===== src/rtl/timer_pkg.sv =====
// Shared definitions for the microwave timer controller: state encoding,
// BCD entry widths, quick-start preset and done-pulse length.
package timer_pkg;

  localparam int DIGIT_W = 4;
  localparam int ENTRY_W = 4 * DIGIT_W;
  localparam int DONE_CYCLES_DEFAULT = 3;
  localparam logic [ENTRY_W-1:0] QUICK_START_VALUE = 16'h0030;

  typedef enum logic [2:0] {
    ST_IDLE    = 3'd0,
    ST_ENTRY   = 3'd1,
    ST_LOAD    = 3'd2,
    ST_RUNNING = 3'd3,
    ST_PAUSED  = 3'd4,
    ST_DONE    = 3'd5,
    ST_CLR     = 3'd6
  } state_e;

  function automatic logic digit_is_bcd(input logic [DIGIT_W-1:0] digit);
    return (digit <= 4'd9);
  endfunction

endpackage


===== src/rtl/digit_entry_shifter.sv =====
// Four-digit BCD keypad entry register {min_tens, min_units, sec_tens, sec_units}.
// Priority: zero > preset > shift; shifted digits above 9 are rejected.
module digit_entry_shifter
  import timer_pkg::*;
(
  input  logic               clock,
  input  logic               clear,
  input  logic               shift,
  input  logic               zero,
  input  logic               preset,
  input  logic [DIGIT_W-1:0] digit,
  output logic [ENTRY_W-1:0] value
);

  logic [ENTRY_W-1:0] value_d;
  logic [ENTRY_W-1:0] value_q;

  // Next entry value: oldest digit falls off the top on each accepted key.
  always_comb begin
    value_d = value_q;
    if (zero) begin
      value_d = {ENTRY_W{1'b0}};
    end else if (preset) begin
      value_d = QUICK_START_VALUE;
    end else if (shift && digit_is_bcd(digit)) begin
      value_d = {value_q[ENTRY_W-DIGIT_W-1:0], digit};
    end else begin
      value_d = value_q;
    end
  end

  // Entry register.
  always_ff @(posedge clock) begin
    if (clear) begin
      value_q <= {ENTRY_W{1'b0}};
    end else begin
      value_q <= value_d;
    end
  end

  assign value = value_q;

endmodule


===== src/rtl/timer_controller.sv =====
// Microwave countdown sequencer: keypad entry, load, run/pause, done and cancel.
// Optional feature: define TIMER_CTRL_QUICK_START_EN for a 30 s start from IDLE.
module timer_controller
  import timer_pkg::*;
#(
  parameter int DONE_CYCLES = DONE_CYCLES_DEFAULT
) (
  input  logic               clock,
  input  logic               clear,
  input  logic               key_valid,
  input  logic [DIGIT_W-1:0] key_digit,
  input  logic               start,
  input  logic               stop,
  input  logic               cancel,
  input  logic               door_open,
  input  logic               tick,
  input  logic               timer_zero,
  output logic [ENTRY_W-1:0] load_value,
  output logic               counter_loadn,
  output logic               counter_clearn,
  output logic               counter_enable,
  output logic               heating,
  output logic               done,
  output logic [2:0]         state
);

  localparam int CNT_W = (DONE_CYCLES > 1) ? $clog2(DONE_CYCLES) : 1;
  localparam logic [CNT_W-1:0] CNT_LAST = CNT_W'(DONE_CYCLES - 1);

  state_e           state_d, state_q;
  logic [CNT_W-1:0] done_cnt_d, done_cnt_q;
  logic             shift_s, zero_s, preset_s, key_ok_s;
  logic [ENTRY_W-1:0] entry_s;

  digit_entry_shifter u_entry (
    .clock  (clock),
    .clear  (clear),
    .shift  (shift_s),
    .zero   (zero_s),
    .preset (preset_s),
    .digit  (key_digit),
    .value  (entry_s)
  );

  assign key_ok_s = key_valid && digit_is_bcd(key_digit);

  // Next-state logic; cancel beats stop/door, which beat timer_zero, start, keys.
  always_comb begin
    state_d    = state_q;
    done_cnt_d = {CNT_W{1'b0}};
    shift_s    = 1'b0;
    zero_s     = 1'b0;
    preset_s   = 1'b0;
    case (state_q)
      ST_IDLE: begin
`ifdef TIMER_CTRL_QUICK_START_EN
        if (start && !door_open) begin
          preset_s = 1'b1;
          state_d  = ST_LOAD;
        end else if (key_ok_s) begin
          shift_s = 1'b1;
          state_d = ST_ENTRY;
        end else begin
          state_d = ST_IDLE;
        end
`else
        if (key_ok_s) begin
          shift_s = 1'b1;
          state_d = ST_ENTRY;
        end else begin
          state_d = ST_IDLE;
        end
`endif
      end
      ST_ENTRY: begin
        if (cancel) begin
          zero_s  = 1'b1;
          state_d = ST_CLR;
        end else if (stop) begin
          zero_s = 1'b1;
        end else if (start) begin
          if ((entry_s != {ENTRY_W{1'b0}}) && !door_open) begin
            state_d = ST_LOAD;
          end else begin
            state_d = ST_ENTRY;
          end
        end else if (key_ok_s) begin
          shift_s = 1'b1;
        end else begin
          state_d = ST_ENTRY;
        end
      end
      ST_LOAD: begin
        if (cancel) begin
          zero_s  = 1'b1;
          state_d = ST_CLR;
        end else begin
          state_d = ST_RUNNING;
        end
      end
      ST_RUNNING: begin
        if (cancel) begin
          zero_s  = 1'b1;
          state_d = ST_CLR;
        end else if (stop || door_open) begin
          state_d = ST_PAUSED;
        end else if (timer_zero) begin
          state_d = ST_DONE;
        end else begin
          state_d = ST_RUNNING;
        end
      end
      ST_PAUSED: begin
        if (cancel) begin
          zero_s  = 1'b1;
          state_d = ST_CLR;
        end else if (stop || door_open) begin
          state_d = ST_PAUSED;
        end else if (start) begin
          state_d = ST_RUNNING;
        end else begin
          state_d = ST_PAUSED;
        end
      end
      ST_DONE: begin
        if (cancel) begin
          zero_s  = 1'b1;
          state_d = ST_CLR;
        end else if (done_cnt_q == CNT_LAST) begin
          zero_s  = 1'b1;
          state_d = ST_IDLE;
        end else begin
          done_cnt_d = done_cnt_q + CNT_W'(1);
        end
      end
      ST_CLR: begin
        zero_s  = 1'b1;
        state_d = ST_IDLE;
      end
      default: begin
        zero_s  = 1'b1;
        state_d = ST_IDLE;
      end
    endcase
  end

  // State and done-length counter.
  always_ff @(posedge clock) begin
    if (clear) begin
      state_q    <= ST_IDLE;
      done_cnt_q <= {CNT_W{1'b0}};
    end else begin
      state_q    <= state_d;
      done_cnt_q <= done_cnt_d;
    end
  end

  // Chain control is zero-enable whenever load or clear is low, so the chain never ignores them.
  assign counter_enable = (state_q == ST_RUNNING) && tick && !timer_zero && !clear;
  assign counter_loadn  = (state_q != ST_LOAD);
  assign counter_clearn = !(clear || (state_q == ST_CLR));
  assign heating        = (state_q == ST_RUNNING);
  assign done           = (state_q == ST_DONE);
  assign state          = state_q;
  assign load_value     = entry_s;

endmodule

===== config.mk =====
export PLATFORM = sky130hd
export DESIGN_NAME = timer_controller
export DESIGN_NICKNAME = d
export VERILOG_FILES = /design/src/rtl/timer_pkg.sv /design/src/rtl/digit_entry_shifter.sv /design/src/rtl/timer_controller.sv
export SDC_FILE = /design/constraint.sdc
export NUM_CORES = 1
export LEC_CHECK = 0
export CELL_PAD_IN_SITES_DETAIL_PLACEMENT = 0
export CELL_PAD_IN_SITES_GLOBAL_PLACEMENT = 1
export CORE_MARGIN = 2
export CORE_UTILIZATION = 32
export CTS_CLUSTER_SIZE = 40
export DETAILED_ROUTE_END_ITERATION = 7
export HOLD_SLACK_MARGIN = 0.12
export PLACE_DENSITY_LB_ADDON = 0.08
export RECOVER_POWER = 100
export SETUP_SLACK_MARGIN = 0.5
export SLEW_MARGIN = 20
export SYNTH_ARGS = -nofsm -noshare
export SYNTH_HDL_FRONTEND = slang
export SYNTH_SLANG_ARGS = --single-unit

===== constraint.sdc =====
create_clock -name clock -period 1.5 [get_ports clock]
set_input_delay 0.225 -clock clock [delete_from_list [all_inputs] [get_ports clock]]
set_output_delay 0.225 -clock clock [all_outputs]
set_load 0.01 [all_outputs]

## Word level (Yosys, flattened, before mapping)

Cells that the tools add are included.

| word-level totals | value |
|---|---|
| register bits | 21 |
| word-level logic and storage cells | 62 |
| bits in latches | 0 |
| input bits | 13 |
| memory bits (read-only) | 0 |
| bits in writable memories | 0 |
| output and inout port bits | 24 |
| memories kept | 0 |

| cells by class | value |
|---|---|
| muxes and demuxes | 27 |
| bitwise gates (word level) | 1 |
| multiply operators | 0 |
| div/mod/pow operators | 0 |
| $add $sub $neg | 1 |
| reduce and logical (&&, ||, !) cells | 18 |
| shift-type cells | 0 |
| equality and inequality tests | 11 |
| $lt $le $gt $ge | 1 |

Operators by type and width:

| kind | number |
|---|---|
| $mux 3 | 13 |
| $pmux 3 s6 | 1 |
| $reduce_bool 16->1 | 1 |
| $mux 1 | 10 |
| $eq 3x3->1 const B | 3 |
| $eq 3x2->1 const B | 2 |
| $logic_and 1x1->1 | 6 |
| $ne 3x2->1 const B | 2 |
| $le 4x4->1 const B | 1 |
| $logic_not 1->1 | 4 |
| $ne 4x4->1 const B | 1 |
| $pmux 1 s4 | 1 |
| $reduce_or 4->1 | 1 |
| $eq 3x1->1 const B | 1 |
| $logic_not 3->1 | 1 |
| $ne 3x3->1 const B | 1 |
| $reduce_and 3->1 | 1 |
| $reduce_or 3->1 | 1 |
| $add 2x1->2 const B | 1 |
| $eq 2x2->1 const B | 1 |
| $logic_or 1x1->1 | 2 |
| $mux 2 | 1 |
| $pmux 1 s2 | 1 |
| $reduce_or 2->1 | 1 |
| $not 1->1 | 1 |

## Longest topological paths before layout

Gate-level depths: netlist of run 1.

| depth | value |
|---|---|
| word-level depth | 8 |
| mapped depth | 7 |
| gate-level depth less buffers | 6 |

## Modules after synthesis

From an unflattened synthesis of run 1, not the netlist that was laid out.

| unflattened totals | value |
|---|---|
| cells, all modules | 135 |
| area, all modules | 1132.3 sq um |

By module, submodules not included:

| module | cells each | seq. area each (sq um) | area an instance (sq um) | instances |
|---|---|---|---|---|
| digit_entry_shifter | 69 | 320.3 | 654.4 | 1 |
| timer_controller | 66 | 100.1 | 478.0 | 1 |

## Least setup slack after synthesis of run 1

OpenSTA, ideal clock, no wires.

| path | value |
|---|---|
| kind | register to register |
| start | register state_q[0], in the netlist state[0] |
| end | register u_entry.value_q[0], in the netlist u_entry.value[0] |
| arrival | 1.311 ns |
| slack | 0.072 ns |
| data required time | 1.383 ns |
| cell stages (with the launch flop) | 6 |
| setup time | 0.117 ns |
| clock period less this slack | 1.428 ns |
| buffers on the path | 1 |
| cells stage by stage | dfxtp_1 -> inv_2 -> o2111ai_4 -> buf_8 -> mux2i_1 -> nor2_1 |

| on the way | value |
|---|---|
| longest elaborated chain between the ends | 4 |
| elaborated cells between the ends (all ways) | 11 |
| classes of those cells | eq/ne: 5; mux: 2; reduce/logical: 4 |

RTL lines:

| element | line | RTL |
|---|---|---|
| start, declared | timer_controller.sv:30 | `state_e state_d, state_q;` |
| start signal, assigned | timer_controller.sv:153 | `state_q <= state_d;` |
| $eq 3x2->1 / $eq 3x3->1 (equally long branches) | timer_controller.sv:54 | `case (state_q)` |
| $reduce_or 3->1 (no source line) | -- |  |
| $pmux 1 s4 | timer_controller.sv:54 |  |
| $reduce_or 2->1 (no source line) | -- |  |
| end signal, assigned | digit_entry_shifter.sv:35 | `value_q <= {ENTRY_W{1'b0}};` |
| end signal, assigned | digit_entry_shifter.sv:37 | `value_q <= value_d;` |
| end, declared | digit_entry_shifter.sv:16 | `logic [ENTRY_W-1:0] value_q;` |

Several ways; a longest one is shown, not always the timed one.
A chain may end at the register's enable or synchronous reset.

## Worst setup path after layout of run 1

| path | value |
|---|---|
| start | register state_q[1], in the netlist state[1] |
| end | output port counter_clearn |

| on the way | value |
|---|---|
| longest elaborated chain between the ends | 3 |

RTL lines:

| element | line | RTL |
|---|---|---|
| $eq 3x3->1 | timer_controller.sv:161 | `assign counter_clearn = !(clear \|\| (state_q == ST_CLR));` |
| $logic_or 1x1->1 | timer_controller.sv:161 |  |
| $logic_not 1->1 | timer_controller.sv:161 |  |
| end, declared | timer_controller.sv:20 | `output logic counter_clearn,` |

No other way between the ends.

==> results of run 1 <==
-- stage by stage --
stage / setup TNS, ps / setup slack, ps / utilization, % / total power [uW]
after CTS: 0 / 74.9 / 61.4 / 1710
after global placement: -3580 / -180 / 52.5 / 1290
after global routing: 0 / 11.6 / 61.8 / 1820
after floorplan: 0 / 218 / - / 1020
final: 0 / 55.8 / 61.8 / 1720
after detailed placement: -3560 / -258 / 52.5 / 1290
-- power by group through the flow --
stage                     logic, uW  clock network, uW  registers [uW]
after floorplan                 354                  0             666
after global placement          626                  0             662
after detailed placement        628                  0             664
after CTS                       766                299             642
after global routing            855                317             646
final                           793                285             640
-- state kept, by name, summed over array words and instances, names as in the netlist --
signal / flops
done_cnt_q: 2
state: 3
u_entry.value: 16
-- worst paths after layout --
check | endpoint | slack, ps | cells past startpoint
max | counter_clearn | 60 | 4
min | done_cnt_q[0] | 410 | 1
max reg2reg | state[0] | 70 | 8
min reg2reg | done_cnt_q[0] | 410 | 1
-- critical path, delay by kind of cell (launching register included) --
| kind | cells | cell delay [ps] |
|---|---|---|
| buffers and inverters | 3 | 420 |
| flip-flops | 1 | 340 |
| AO/OA/AOI/OAI | 1 | 160 |
-- cell families after synthesis --
logic type | Yosys count
buffers and inverters | 11
adder cells (fa/ha/maj) | 1
multiplexers | 16
AO/OA/AOI/OAI | 23
flip-flops | 21
AND/OR/NAND/NOR | 46
-- cell type report --
class	instances	area, um2
Clock buffer	3	22.5
Clock inverter	1	6.26
Fill cell	297	1180
Inverter	5	21.3
Multi-Input combinational cell	86	654
Sequential cell	21	425
Tap cell	44	55.1
Timing Repair Buffer	78	733
-- what timing repair did --
| item | CTS | global route |
|---|---|---|
| resized for setup | 150 | 14 |
| pin swaps | 10 | 6 |
| setup endpoints to repair | 45 | 45 |
| endpoints found under the hold margin | 0 | 0 |
| setup buffers | 20 | 3 |
-- cell usage after synthesis (all sizes together) (3+ instances only) --
library cell	n
nor2b	3
dfxtp	21
buf	5
a21oi	5
inv	5
nor2	19
nand3	3
a31oi	3
nor4	4
nor3	5
mux2i	16
o21ai	4
-- routing by layer --
| layer | part of all wire, % | wire [um] | up-vias | track usage (%) |
|---|---|---|---|---|
| met5 | 0 | 0 | - | 0 |
| met4 | 0.47 | 15 | 0 | 4.56 |
| met3 | 5.2 | 167 | 2 | 2.69 |
| met2 | 47 | 1500 | 29 | 27.5 |
| met1 | 48 | 1530 | 557 | 25.9 |
| li1 | - | - | 586 | - |
==> results.md, run 1 <==
- Worst hold start: done_cnt_q[0]
- Post-synth EDFFs: 0
- Starting density of the core: 34.4%
- Drt pass-1 iters: 4
- Placed Cells: 211
- GP Congestion: 0.883
- Netlist cell types: 38
- Flops & latches, synth: 21
- Clock Tree Root: clkbuf_4
- Clock Latency Late Sink: roughly 300 ps
- YS warnings: 0
- Largest net degree at the start of global routing: 17
- Main combinational cell family by area after synthesis: simple AND/OR/NAND/NOR gates
- Share of layout cells above drive strength 1: 42.8%
- Status: completed
- Io pins: 37
- Count of pins over their slew limit: 0
- Worst setup startpoint: state[1]
- Critical path endpoint category: primary output
- Area contributors post-synth: dfxtp_1, mux2i_1, nor2_1
- Die W: 61.7 um
- Synth Flop Type: dfxtp_1
- P_leak: approximately 0.00086 uW
- Antenna Nets Post-Route: 0
- Longest Clk Path Bufs: 2
- Post-Synth XOR/XNOR Area: 0%
- Max Cap Viol: 0
- Tot GR Track Use: 17.7%
- Drt drc: 0
- Die Y: 61.7 um
- WHS: ~410 ps
- RR Startpoint: state[1]
- DP Area: 1630 um2
- Commonest non-fill, non-tap cell in the layout: buf_6
- Cells after Synth: 118
- Compound-Gate Fraction of Synth Area: between 15 and 20%
- Worst path slowest cell: dfxtp_1
- Synthesis-to-layout area growth: 79.9%
- Worst-Margin Slew: roughly 260 ps
- CTS tree: yes
- Arr. time, crit path: 1220 ps
- NetSw: 572 uW
- Max Freq: 692 MHz
- HP Class: flop to flop
- Row count: 20
- Initial antenna violation count: 0
- Synth top area share: 39.4%
- IO buf count: 36
- DR iter-0 viols: 33
- Critical path fanouts, max: 3
- Gate power share: 46.1%
- Final hold violation count: 0
- Final setup fails: 0
- Post-Synth Simple-Gate Area: between 20 and 25%
- CTS clk-pin slew, worst paths: 120 ps
- Clock power share: between 15 and 20%
- Power per cell area: 896 nW/um2
- Full die area: 3810 um2
- GRT overflow: 0
- Commonest non-fill, non-tap cells in the layout: buf_6, buf_4, dfxtp_1
- # nets final: 209
- Vias: 1174
- Crit-path cells: buf_6 > buf_4 > a31oi_1 > buf_2
- Hold_buf cts: 0
- Leading area contributor after synthesis: dfxtp_1
- Worst vdd ir: 0.000548 V
- Period minus WS final: 1440 ps
- Tcrit/Tclk final: 96.3%
- CTS Buf Count: 3
- Post-synthesis mux area share: 15.0%
- Worst path max stage delay: 340 ps
- Sequential fraction of the synthesis area: between 30% and 40%
- Vias in the first global route: between 1000 and 1500
- Post-Syn Area: roughly 1100 um2
- Ant. Diodes: 0
- Post-Synth Adder-Cell Area: between 1 and 1.5%
- Rel. slew slack: 82.7%
- First-pass GRT wire length: 5000 um
- Post-route insts no fill: between 200 and 250
- Worst path required time: 1270 ps
- Core ar.: slightly above 3000 um2
- Sw Ratio: 33.3%
- Worst Clk Skew: about 7.2 ps
- Cell area after layout: 1920 um2
- Syn Area/Cell: about 9.0 um2
- Cell-internal power: 1150 uW
- WL/cell: around 13 um
- Syn nets: 132
- H-tree depth: 1
- Reg power frac: a little under two fifths
- Routed wire length: 3210 um
- Unrepaired setup endpoints after global routing: true
- CP startpoint kind: flop
- Clock Sinks: 21
- Share of async-settable or async-resettable flops after synthesis: 0%
- Vias per Instance: roughly 4.9
- Critical path class: flop to primary output
- HPWL after DPL: 2080 um
No activity file was read; power rests on OpenSTA's default activity.
==> run 2, diff against run 1 <==
==> constraint.sdc (replaced) <==
create_clock -name clock -period 1.5 [get_ports clock]
set_input_delay 0.225 -clock clock [delete_from_list [all_inputs] [get_ports clock]]
set_output_delay 0.225 -clock clock [all_outputs]
set_load 0.05 [all_outputs]
==> run 2 against run 1 <==
Net effect: die area unchanged; fmax increased by 0.60%; final cell count decreased by 9.2%; global-route usage decreased by 0.44 points; worst hold slack improved by 2.1 ps; count of clock-buffer cells in the layout increased by 1; via count decreased by 7.5%; final area decreased by 4.0%; sequential power increased by 3%; clock power decreased by 5%; non-clock buffer count decreased by 22; wire length decreased by 4.0%; critical endpoint is now done; highest routed layer unchanged.
==> results.md, run 2 (synthesis gave the netlist of run 1 again) <==
- Die W: 61.7 um (unchanged)
- Final setup fails: 0 (unchanged)
- Flop2flop setup slack: 90 ps (was 70 ps)
- Unrepaired setup endpoints after global routing: true (unchanged)
- Worst vdd ir: 0.000593 V (was 0.000548 V)
- Share of layout cells above drive strength 1: 38.4% (was 42.8%)
- Full die area: 3810 um2 (unchanged)
- Final setup TNS: 0 ps (unchanged)
- P_leak: 0.000780 uW (was 0.000860 uW)
- Vias: 1086 (was 1174)
- Arr. time, crit path: 1210 ps (was 1220 ps)
- Drt drc: 0 (unchanged)
- Vias per Instance: 5.03 (was 4.93)
- Row count: 20 (unchanged)
- HPWL after DPL: 2210 um (was 2080 um)
- Period minus WS final: 1440 ps (about the same)
- Routed wire length: 3080 um (was 3210 um)
- Worst r2r dst: u_entry.value[0] (was state[0])
- RR Startpoint: state[1] (unchanged)
- GRT overflow: 0 (unchanged)
- WHS Endpoint: done_cnt_q[0] (unchanged)
- R2R cell count: 6 (was 8)
- Ant. Diodes: 0 (unchanged)
- Io pins: 37 (unchanged)
- Die Y: 61.7 um (unchanged)
- Vias in the first global route: 1047 (was 1081)
- IO buf count: 36 (unchanged)
- Hold_buf cts: 0 (unchanged)
- CP startpoint kind: flop (unchanged)
- Worst Clk Skew: 2.09 ps (was 7.24 ps)
- Antenna Nets Post-Route: 0 (unchanged)
- Tcrit/Tclk final: 95.7% (was 96.3%)
- Tot GR Track Use: 17.3% (was 17.7%)
- HP Class: flop to flop (unchanged)
- Rel. slew slack: 77.1% (was 82.7%)
- Cell area after layout: 1840 um2 (was 1920 um2)
- Critical path endpoint category: primary output (unchanged)
- WL/cell: 14.3 um (was 13.5 um)
- Count of pins over their slew limit: 0 (unchanged)
- # nets final: 187 (was 209)
- Filler cells: 312 (was 297)
- Max Cap Viol: 0 (unchanged)
- Drt pass-1 iters: 5 (was 4)
- Largest register FFs: 16 (unchanged)
- Final hold violation count: 0 (unchanged)
- Setup ws final: 64.4 ps (was 55.8 ps)
- CTS tree: yes (unchanged)
- Commonest non-fill, non-tap cells in the layout: nor2_1, mux2i_1, buf_8 (was buf_6, buf_4, dfxtp_1)
- Worst-Margin Slew: 341 ps (was 257 ps)
- DP Area: 1670 um2 (was 1630 um2)
- CTS clk-pin slew, worst paths: 110 ps (was 120 ps)
- Pre-CTS setup slack: -201 ps (was -258 ps)
- Overall power: 1800 uW (was 1720 uW)
- Clock Sinks: 21 (unchanged)
- Status: completed (unchanged)
- Worst hold start: done_cnt_q[0] (unchanged)
- H-tree depth: 1 (unchanged)
- Hold Path Depth: 1 (unchanged)
- WHS: 410 ps (was 408 ps)
- Clock Tree Root: clkbuf_4 (unchanged)
- CTS Buf Count: 3 (unchanged)
- First-pass GRT wire length: 4860 um (was 5000 um)
- Critical path class: flop to primary output (unchanged)
- Core ar.: 3100 um2 (unchanged)
- Max Freq: 697 MHz (was 692 MHz)
- Longest Clk Path Bufs: 2 (unchanged)
- Starting density of the core: 34.4% (unchanged)
- Initial antenna violation count: 0 (unchanged)
- Power per cell area: 975 nW/um2 (was 896 nW/um2)
- DR iter-0 viols: 24 (was 33)
- Worst path required time: 1270 ps (about the same)
- Commonest non-fill, non-tap cell in the layout: nor2_1 (was buf_6)
- GP Congestion: 0.949 (was 0.883)
- Critical path fanouts, max: 7 (was 3)
- Synthesis-to-layout area growth: 72.8% (was 79.9%)
- Largest net degree at the start of global routing: 17 (unchanged)
- Clock Latency Late Sink: 300 ps (about the same)
-- run 2: cell types whose count changed in the layout (fill, tap and decap cells not counted), moves of 4 or more --
cell / change
dfxtp_4: +4
buf_4: -9
buf_8: +15
dfxtp_1: -4
buf_12: +5
buf_6: -28
buf_2: -4
-- run 2: per-layer routing --
| metal | vias to the layer above | part of all wire [%] | global-route usage, % |
|---|---|---|---|
| li1 | 542 | - | - |
| met4 | 0 | 0.58 | 4.56 |
| met2 | 22 | 48 | 28.1 |
| met3 | 2 | 4.0 | 3.73 |
| met1 | 520 | 47 | 23.4 |
| met5 | - | 0 | 0 |
-- run 2: stage by stage --
step                      util, %  cells
after global placement       53.9    205
final                        59.4    216
after floorplan                 -    118
after CTS                    61.3    216
after global routing         59.4    216
after detailed placement     53.9    205
-- run 2: critical path, stage by stage (launching register included) --
cell     delay [ps]
dfxtp_4         370
buf_6           140
nor2b_4         120
and2_4          150
buf_6           150
-- run 2: what timing repair did --
item,CTS,global route
gates resized for setup,41,16
pin swaps,2,2
buffers inserted,7,0
setup endpoints to repair,45,45
-- run 2: how the worst max path moves through the flow --
stage / slack (ps) / start / endpoint
after floorplan: 120 / state[0] / u_entry.value[1]
after global placement: -190 / door_open / state[1]
after detailed placement: -200 / stop / u_entry.value[7]
after CTS: 50 / state[2] / counter_enable
after global routing: -3 / state[2] / counter_enable
final: 60 / state[1] / done
-- run 2: final cells by class --
cell class	instances	area, um2	share of cell area [%]
Inverter	5	21.3	1.15
Tap cell	44	55.1	2.99
Multi-Input combinational cell	86	643	34.9
Timing Repair Buffer	56	656	35.6
Sequential cell	21	440	23.9
Clock buffer	4	26.3	1.43
-- run 2: power by group --
| group | leakage (uW) | switching, uW | internal [uW] |
|---|---|---|---|
| Sequential | 0.000174 | 58.7 | 598 |
| Combinational | 0.000590 | 451 | 419 |
| Clock | 0.0000150 | 167 | 103 |
